==> config.mk <==
export PLATFORM = sky130hd
export DESIGN_NAME = serial_adder_ctrl
export DESIGN_NICKNAME = d
export VERILOG_FILES = /design/src/rtl/serial_adder_pkg.sv /design/src/rtl/serial_adder_ctrl_fa_cell.sv /design/src/rtl/serial_adder_ctrl.sv
export SDC_FILE = /design/constraint.sdc
export NUM_CORES = 1
export LEC_CHECK = 0
export ABC_AREA = 1
export BUFFER_PORTS_ARGS = -buffer_cell sky130_fd_sc_hd__buf_2
export CAP_MARGIN = 20
export CORE_ASPECT_RATIO = 1.25
export CORE_MARGIN = 1
export CORE_UTILIZATION = 50
export CTS_BUF_LIST = sky130_fd_sc_hd__clkbuf_4
export CTS_CLUSTER_SIZE = 12
export DETAILED_ROUTE_END_ITERATION = 8
export HOLD_SLACK_MARGIN = 0.03
export PLACE_DENSITY = 0.73
export SLEW_MARGIN = 20
export SYNTH_ARGS = -nofsm -noshare
export SYNTH_HDL_FRONTEND = slang
export SYNTH_HIERARCHICAL = 1
export SYNTH_SLANG_ARGS = --single-unit
==> constraint.sdc <==
create_clock -name clk -period 1.38 [get_ports clk]
set_input_delay 0.069 -clock clk [delete_from_list [all_inputs] [get_ports clk]]
set_output_delay 0.069 -clock clk [all_outputs]
set_load 0.02 [all_outputs]
==> src/rtl/serial_adder_pkg.sv <==
//------------------------------------------------------------------------------
// serial_adder_pkg : shared FSM encodings and default width for the serial adder
// Revision: 1.0
//------------------------------------------------------------------------------
`default_nettype none

package serial_adder_pkg;

  localparam int WIDTH_DEFAULT = 8;

  // 2'd3 is unused; the controller recovers from it to ST_IDLE
  typedef enum logic [1:0] {
    ST_IDLE  = 2'd0,
    ST_SHIFT = 2'd1,
    ST_FIN   = 2'd2
  } state_t;

endpackage

`default_nettype wire

==> src/rtl/serial_adder_ctrl_fa_cell.sv <==
//------------------------------------------------------------------------------
// fa_cell : 1-bit full adder from two half_adder instances plus a carry OR
// Revision: 1.0
//------------------------------------------------------------------------------
`default_nettype none

module half_adder (
  input  logic a,
  input  logic b,
  output logic s,
  output logic c
);

  assign s = a ^ b;
  assign c = a & b;

endmodule

module fa_cell (
  input  logic a,
  input  logic b,
  input  logic ci,
  output logic s,
  output logic co
);

  logic w_s0;
  logic w_c0;
  logic w_c1;

  half_adder u_ha0 (.a(a),    .b(b),  .s(w_s0), .c(w_c0));
  half_adder u_ha1 (.a(w_s0), .b(ci), .s(s),    .c(w_c1));

  assign co = w_c0 | w_c1;

endmodule

`default_nettype wire

==> src/rtl/serial_adder_ctrl.sv <==
//------------------------------------------------------------------------------
// serial_adder_ctrl : bit-serial WIDTH-bit adder, one bit per clock, LSB first.
// Optional SERIAL_ADDER_SUB_EN adds a 'sub' input for A - B.  Revision: 1.0
//------------------------------------------------------------------------------
`default_nettype none

module serial_adder_ctrl
  import serial_adder_pkg::*;
#(
  parameter int WIDTH = WIDTH_DEFAULT
) (
  input  logic             clk,
  input  logic             rst_n,
  input  logic             start,
`ifdef SERIAL_ADDER_SUB_EN
  input  logic             sub,
`endif
  input  logic [WIDTH-1:0] A,
  input  logic [WIDTH-1:0] B,
  output logic             busy,
  output logic             done,
  output logic [WIDTH-1:0] Sum,
  output logic             Carry
);

  localparam int             CNT_W = $clog2(WIDTH + 1);
  localparam logic [CNT_W-1:0] LAST_BIT = CNT_W'(WIDTH - 1);

  state_t           state_q, state_d;
  logic [WIDTH-1:0] a_sr_q,  a_sr_d;
  logic [WIDTH-1:0] b_sr_q,  b_sr_d;
  logic [WIDTH-1:0] res_sr_q, res_sr_d;
  logic [WIDTH-1:0] sum_q,   sum_d;
  logic             cy_q,    cy_d;
  logic             cout_q,  cout_d;
  logic             done_q,  done_d;
  logic [CNT_W-1:0] cnt_q,   cnt_d;

  logic             cell_s;
  logic             cell_co;

  fa_cell u_fa (
    .a  (a_sr_q[0]),
    .b  (b_sr_q[0]),
    .ci (cy_q),
    .s  (cell_s),
    .co (cell_co)
  );

  always_comb begin
    state_d  = state_q;
    a_sr_d   = a_sr_q;
    b_sr_d   = b_sr_q;
    res_sr_d = res_sr_q;
    sum_d    = sum_q;
    cy_d     = cy_q;
    cout_d   = cout_q;
    done_d   = 1'b0;
    cnt_d    = cnt_q;

    case (state_q)
      ST_IDLE: begin
        if (start) begin
          a_sr_d  = A;
`ifdef SERIAL_ADDER_SUB_EN
          // Two's-complement subtract: invert B and inject a carry-in of 1
          b_sr_d  = sub ? ~B : B;
          cy_d    = sub;
`else
          b_sr_d  = B;
          cy_d    = 1'b0;
`endif
          cnt_d   = '0;
          state_d = ST_SHIFT;
        end
      end
      ST_SHIFT: begin
        a_sr_d   = a_sr_q >> 1;
        b_sr_d   = b_sr_q >> 1;
        res_sr_d = WIDTH'({cell_s, res_sr_q} >> 1);
        cy_d     = cell_co;
        cnt_d    = cnt_q + 1'b1;
        if (cnt_q == LAST_BIT) begin
          state_d = ST_FIN;
        end
      end
      ST_FIN: begin
        sum_d   = res_sr_q;
        cout_d  = cy_q;
        done_d  = 1'b1;
        state_d = ST_IDLE;
      end
      default: begin
        state_d = ST_IDLE;
      end
    endcase
  end

  always_ff @(posedge clk or negedge rst_n) begin
    if (!rst_n) begin
      state_q  <= ST_IDLE;
      a_sr_q   <= '0;
      b_sr_q   <= '0;
      res_sr_q <= '0;
      sum_q    <= '0;
      cy_q     <= 1'b0;
      cout_q   <= 1'b0;
      done_q   <= 1'b0;
      cnt_q    <= '0;
    end else begin
      state_q  <= state_d;
      a_sr_q   <= a_sr_d;
      b_sr_q   <= b_sr_d;
      res_sr_q <= res_sr_d;
      sum_q    <= sum_d;
      cy_q     <= cy_d;
      cout_q   <= cout_d;
      done_q   <= done_d;
      cnt_q    <= cnt_d;
    end
  end

  assign busy  = (state_q == ST_SHIFT);
  assign done  = done_q;
  assign Sum   = sum_q;
  assign Carry = cout_q;

endmodule

`default_nettype wire

* Word level (Yosys, flattened, before mapping) *
Cells that the tools add are included.
W data, S select, Z words.

storage, ports and cells
  register bits = 41
  input bits = 19
  word-level logic and storage cells = 36

cells by class
  add/sub/neg operators = 1
  equal/unequal tests = 5
  multiplexer cells = 12
  bitwise logic cells = 5
  reduce and logical (&&, ||, !) cells = 4

operators by type and width
  operator               count
  $pmux W8 S2            2
  $mux W8                2
  $pmux W4 S2            1
  $add A4 B1 Y4 const B  1
  $eq A4 B3 Y1 const B   1
  $mux W2                2
  $mux W4                1
  $pmux W2 S2            1
  $reduce_and A2 Y1      2
  $and A1 B1 Y1          2
  $eq A2 B1 Y1 const B   1
  $eq A2 B2 Y1 const B   1
  $logic_not A2 Y1       1
  $mux W1                2
  $ne A2 B1 Y1 const B   1
  $ne A2 B2 Y1 const B   1
  $pmux W1 S2            1
  $reduce_bool A2 Y1     1
  $xor A1 B1 Y1          2
  $or A1 B1 Y1           1

* Logic depth before layout (Yosys ltp) *
  depth in word-level cells = 4
  gate-level depth with buffers = 7

* Modules after synthesis *
Netlist, hierarchy kept.

modules (own cells, without submodules)
  module             instances  cells each  area an instance (um^2)  seq. area each (um^2)
  serial_adder_ctrl  1          216         1800.5                   1026.0
  half_adder         2          1           12.5                     0.0
  fa_cell            1          3           11.3                     0.0

* Worst setup path before layout *
OpenSTA, ideal clock, no wires.

  kind = flip-flop to flip-flop
  start = register a_sr_q[0]
  end = register res_sr_q[7]
  data arrival time = 1.040 ns
  required time = 1.246 ns
  slack = 0.206 ns
  stages on the path, launching flop included = 5
  buffers on the path = 0
  period minus slack after synthesis = 1.174 ns
  cell sequence = dfrtp_1 > ha_1 > ha_1 > nand2_1 > o21ai_0

on the way
  cells in the longest elaborated chain, start to end = 2

RTL lines
  element                   RTL line                         source
  start: declaration        serial_adder_ctrl.sv:30          logic [WIDTH-1:0] a_sr_q, a_sr_d;
  start signal: assignment  serial_adder_ctrl.sv:112         a_sr_q <= a_sr_d;
  $xor A1 B1 Y1             serial_adder_ctrl_fa_cell.sv:14  assign s = a ^ b;
  via u_fa.w_s0             serial_adder_ctrl_fa_cell.sv:27  logic w_s0;
  $xor A1 B1 Y1             serial_adder_ctrl_fa_cell.sv:14
  via cell_s                serial_adder_ctrl.sv:39          logic cell_s;
  end signal: assignment    serial_adder_ctrl.sv:114         res_sr_q <= res_sr_d;
  end: declaration          serial_adder_ctrl.sv:32          logic [WIDTH-1:0] res_sr_q, res_sr_d;

The timed path passes the listed nets, and every way through them passes these cells.
A chain may end at the register's enable or synchronous reset.

* Worst setup path after layout *
  start = register state_q[1]
  end = register a_sr_q[1]

on the way
  cells in the longest elaborated chain, start to end = 3
  elaborated cells on any way between the ends = 6

RTL lines
  element                                                       RTL line                  source
  start: declaration                                            serial_adder_ctrl.sv:29   state_t state_q, state_d;
  start signal: assignment                                      serial_adder_ctrl.sv:111  state_q <= state_d;
  $eq A2 B1 Y1 or $logic_not A2 Y1 (tied branches)              serial_adder_ctrl.sv:61   case (state_q)
  $reduce_bool A2 Y1 (no line) or $ne A2 B2 Y1 (tied branches)  -
  $reduce_and A2 Y1 (no line)                                   -

Parallel ways exist; a longest one is shown, timed or not.

==> metrics.md <==
| Metric | Value |
|---|---|
| Outcome | `complete, no violations` |
| Max-cap violations | `0` |
| Crit Path Max Fanout | `14` |
| Number of antenna diodes | `0` |
| Cell family with most CP delay | `buffers and inverters` |
| First-pass DRT Iterations | `4` |
| First-pass GRT wire length | `6361 µm` |
| Syn_nets | `243` |
| Clock sinks | `41` |
| GPL Wtd Cong | `0.7776` |
| Final cell count without fillers | `313` |
| Yosys reg bits | `41` |
| Die W | `56.21 µm` |
| Routed len/inst | `11.42 µm` |
| Reg2reg path depth | `7` |
| Reg2reg start | `state_q[1]` |
| Final Cycle Share | `94.84%` |
| Clk pwr share | `13.6%` |
| DIE AREA | `3921 µm²` |
| Yosys top cell by area | `dfrtp_1` |
| Setup TNS | `0 ns` |
| Min Hold Slack | `0.08260 ns` |
| Detailed placer's ending HPWL | `2250 µm` |
| Switching power of the nets | `1.821 mW` |
| Cell Area, Placed | `2016 µm²` |
| Crit path cell chain | `inv_2 -> buf_4 -> buf_4 -> o21ai_4 -> inv_2 -> nand2_1 -> nand2_1` |
| Vias in the first global route | `1510` |
| CP Data Required Time | `1.66 ns` |
| CP endpoint kind | `register` |
| Skew final | `0.01589 ns` |
| Slew HR | `66.57%` |
| Worst path depth | `7` |
| Synth cell types | `16` |
| Detail Route Antenna Nets | `0` |
| Worst path arrival time | `1.59 ns` |
| Die height | `69.77 µm` |
| H-Tree Depth | `2` |
| Total grt overflow | `0` |
| Clk slew on worst S/H paths | `0.12 ns` |
| RSZ-0062 raised after global routing | `true` |
| Top cell type's share of synthesized area | `55.86%` |
| Crit path time final | `1.309 ns` |
| Crit path launch | `state_q[1]` |
| Worst setup SP type | `register` |
| Post-synthesis average cell area | `8.311 µm²` |
| Core ar. | `3513 µm²` |
| Comb pwr share | `41.6%` |
| Cell Pwr Density | `1940 nW/µm²` |
| Final Hold Fails | `0` |
| Worst-Skew Late Latency | `0.35 ns` |
| Cell Rows | `24` |
| Critical Path End | `a_sr_q[1]` |
| Max stage delay on crit path | `0.41 ns` |
| Post-synthesis sequential area ratio | `55.86%` |
| Fill cell count | `299` |
| F_max | `0.7641 GHz` |
| Inst Count DP | `287` |
| Register share of total power | `44.8%` |
| Final setup violation count | `0` |
| Root buf cell | `clkbuf_4` |
| Tightest Pin Transition | `0.5015 ns` |
| R2r setup slk | `0.07 ns` |
| Vias | `1540` |
| Max rail drop VDD | `1329 µV` |
| Area of the multi-input gates | `685.7 µm²` |
| Initial antenna violation count | `0` |
| Synthesis-to-finish area growth | `23.84%` |
| Seq. cell area | `1026 µm²` |
| Synth area leaders | `dfrtp_1 (56%), nand2_1 (22%), nand3_1 (4.9%)` |
| CTS buffer count | `5` |
| PortBufs | `29` |
| Switching Fraction | `41.28%` |
| Synthesis warning total | `6` |
| Largest net degree at the start of global routing | `42` |
| Total GRT Usage | `20.73%` |
| Cells after synthesis | `221` |
| # IOs | `30` |
| Vias/cell | `4.920` |
| CTS tree | `done` |
| # DRC | `0` |
| Worst Path Class, Setup | `reg2reg` |
| Fin area | `2275 µm²` |
| WP buf/inv | `4` |
| Starting Density | `52.28%` |
| FF-to-FF End | `a_sr_q[1]` |
| Synth Cell Area | `1837 µm²` |
| Static Leak | `1.263 nW` |
| Nets | `295` |
| Worst path slowest cell | `dfrtp_1` |
| Share of layout cells above drive strength 1 | `19.34%` |
| Total Wirelength | `3576 µm` |
| CTS Buffer Depth | `2` |
| HP Class | `in2reg` |
| Internal | `2.591 mW` |
| Slew Viols, Final | `0` |
| Initial DRC Count | `71` |
registers in the layout (all words and copies together) (netlist names):
signal,cells
Sum,8
cnt_q,4
done,1
res_sr_q,8
a_sr_q,8
b_sr_q,8
state_q,2
cy_q,1
Carry,1
power groups by stage:
| stage | Clock, mW | Sequential, mW | Combinational, mW |
|---|---|---|---|
| after global placement | 0 | 1.97 | 1.70 |
| after global routing | 0.672 | 2.04 | 2.11 |
| after detailed placement | 0 | 1.98 | 1.75 |
| after CTS | 0.626 | 1.96 | 1.81 |
| final | 0.599 | 1.98 | 1.84 |
| after floorplan | 0 | 2.04 | 1.25 |
worst min-delay path: cells and delay by family:
family | cells | cell delay, ns
buffers and inverters | 1 | 0.12
AND/OR/NAND/NOR | 2 | 0.21
cell families after synthesis:
family | count (synthesis) | synth area share [%]
simple gates | 129 | 28.00
flops | 41 | 55.86
buf+inv | 27 | 7.561
compound gates | 20 | 6.063
fa+ha+maj | 3 | 2.044
xor+xnor | 1 | 0.4769
worst min-delay path by stage:
stage / from / endpoint / slack, ns / cells past startpoint
after global placement: rst_n / a_sr_q[4] / 0.16 / 2
after detailed placement: rst_n / a_sr_q[4] / 0.16 / 2
after global routing: start / a_sr_q[7] / 0.07 / 3
after floorplan: rst_n / Carry / -0.23 / 0
final: start / state_q[0] / 0.08 / 3
after CTS: start / state_q[0] / 0.06 / 3
cell type report:
cell class              instances  share of cell area (%)
inverters                      17                   3.025
clock inverters                 3                  0.9901
repair buffers                 55                   16.94
clock buffers                   5                   1.650
flip-flops and latches         41                   45.10
well taps                      39                   2.145
multi-input cells             153                   30.14
stage by stage:
| step | setup slack, ns | utilization (%) | power (mW) |
|---|---|---|---|
| 6_report | 0.07119 | 64.74 | 4.412 |
| 5_1_grt | -0.02337 | 64.74 | 4.820 |
| 4_1_cts | 0.01655 | 64.14 | 4.397 |
| 3_5_place_dp | 0.1219 | 57.37 | 3.731 |
| 2_1_floorplan | 0.2062 | - | 3.292 |
| 3_3_place_gp | 0.1956 | 57.37 | 3.670 |
layer usage:
metal	up-vias	GRT usage, %	wire [µm]
met5	-	0	0
met4	0	8.672	70
met3	8	5.784	151
met2	36	35.45	1769
met1	704	24.22	1584
li1	792	-	-
cells in the mapped netlist, drive strengths merged:
cell and instances:
dfrtp 41, nand3 18, xnor2 1, ha 3, o21ai 20, nand4 1, inv 17, nor2 1
nand2 109, buf 10
cells in the final DEF (no fill, tap or decap):
| cell | Yosys | layout |
|---|---|---|
| buf_2 | 3 | 28 |
| buf_4 | 5 | 10 |
| clkbuf_4 | 0 | 5 |
| clkinv_2 | 0 | 1 |
| clkinv_4 | 0 | 2 |
| dfrtp_1 | 41 | 41 |
| dlygate4sd3_1 | 0 | 17 |
| ha_1 | 3 | 3 |
| inv_1 | 14 | 13 |
| inv_2 | 3 | 3 |
| inv_6 | 0 | 1 |
| nand2_1 | 107 | 107 |
| nand2_2 | 2 | 1 |
| nand2_8 | 0 | 1 |
| nand3_1 | 18 | 18 |
| nand4_1 | 1 | 1 |
| nor2_1 | 1 | 1 |
| o21ai_0 | 17 | 17 |
| o21ai_1 | 2 | 2 |
| o21ai_4 | 1 | 1 |
| xnor2_1 | 1 | 1 |
repair_timing:
item | in CTS | in global routing
hold buffers | 17 | 0
setup endpoints to repair | 1 | 1
buffers inserted | 0 | 1
pin swaps | 0 | 0
endpoints found under the hold margin | 57 | 0
resized for setup | 3 | 3
No activity file was read; power rests on OpenSTA's default activity.
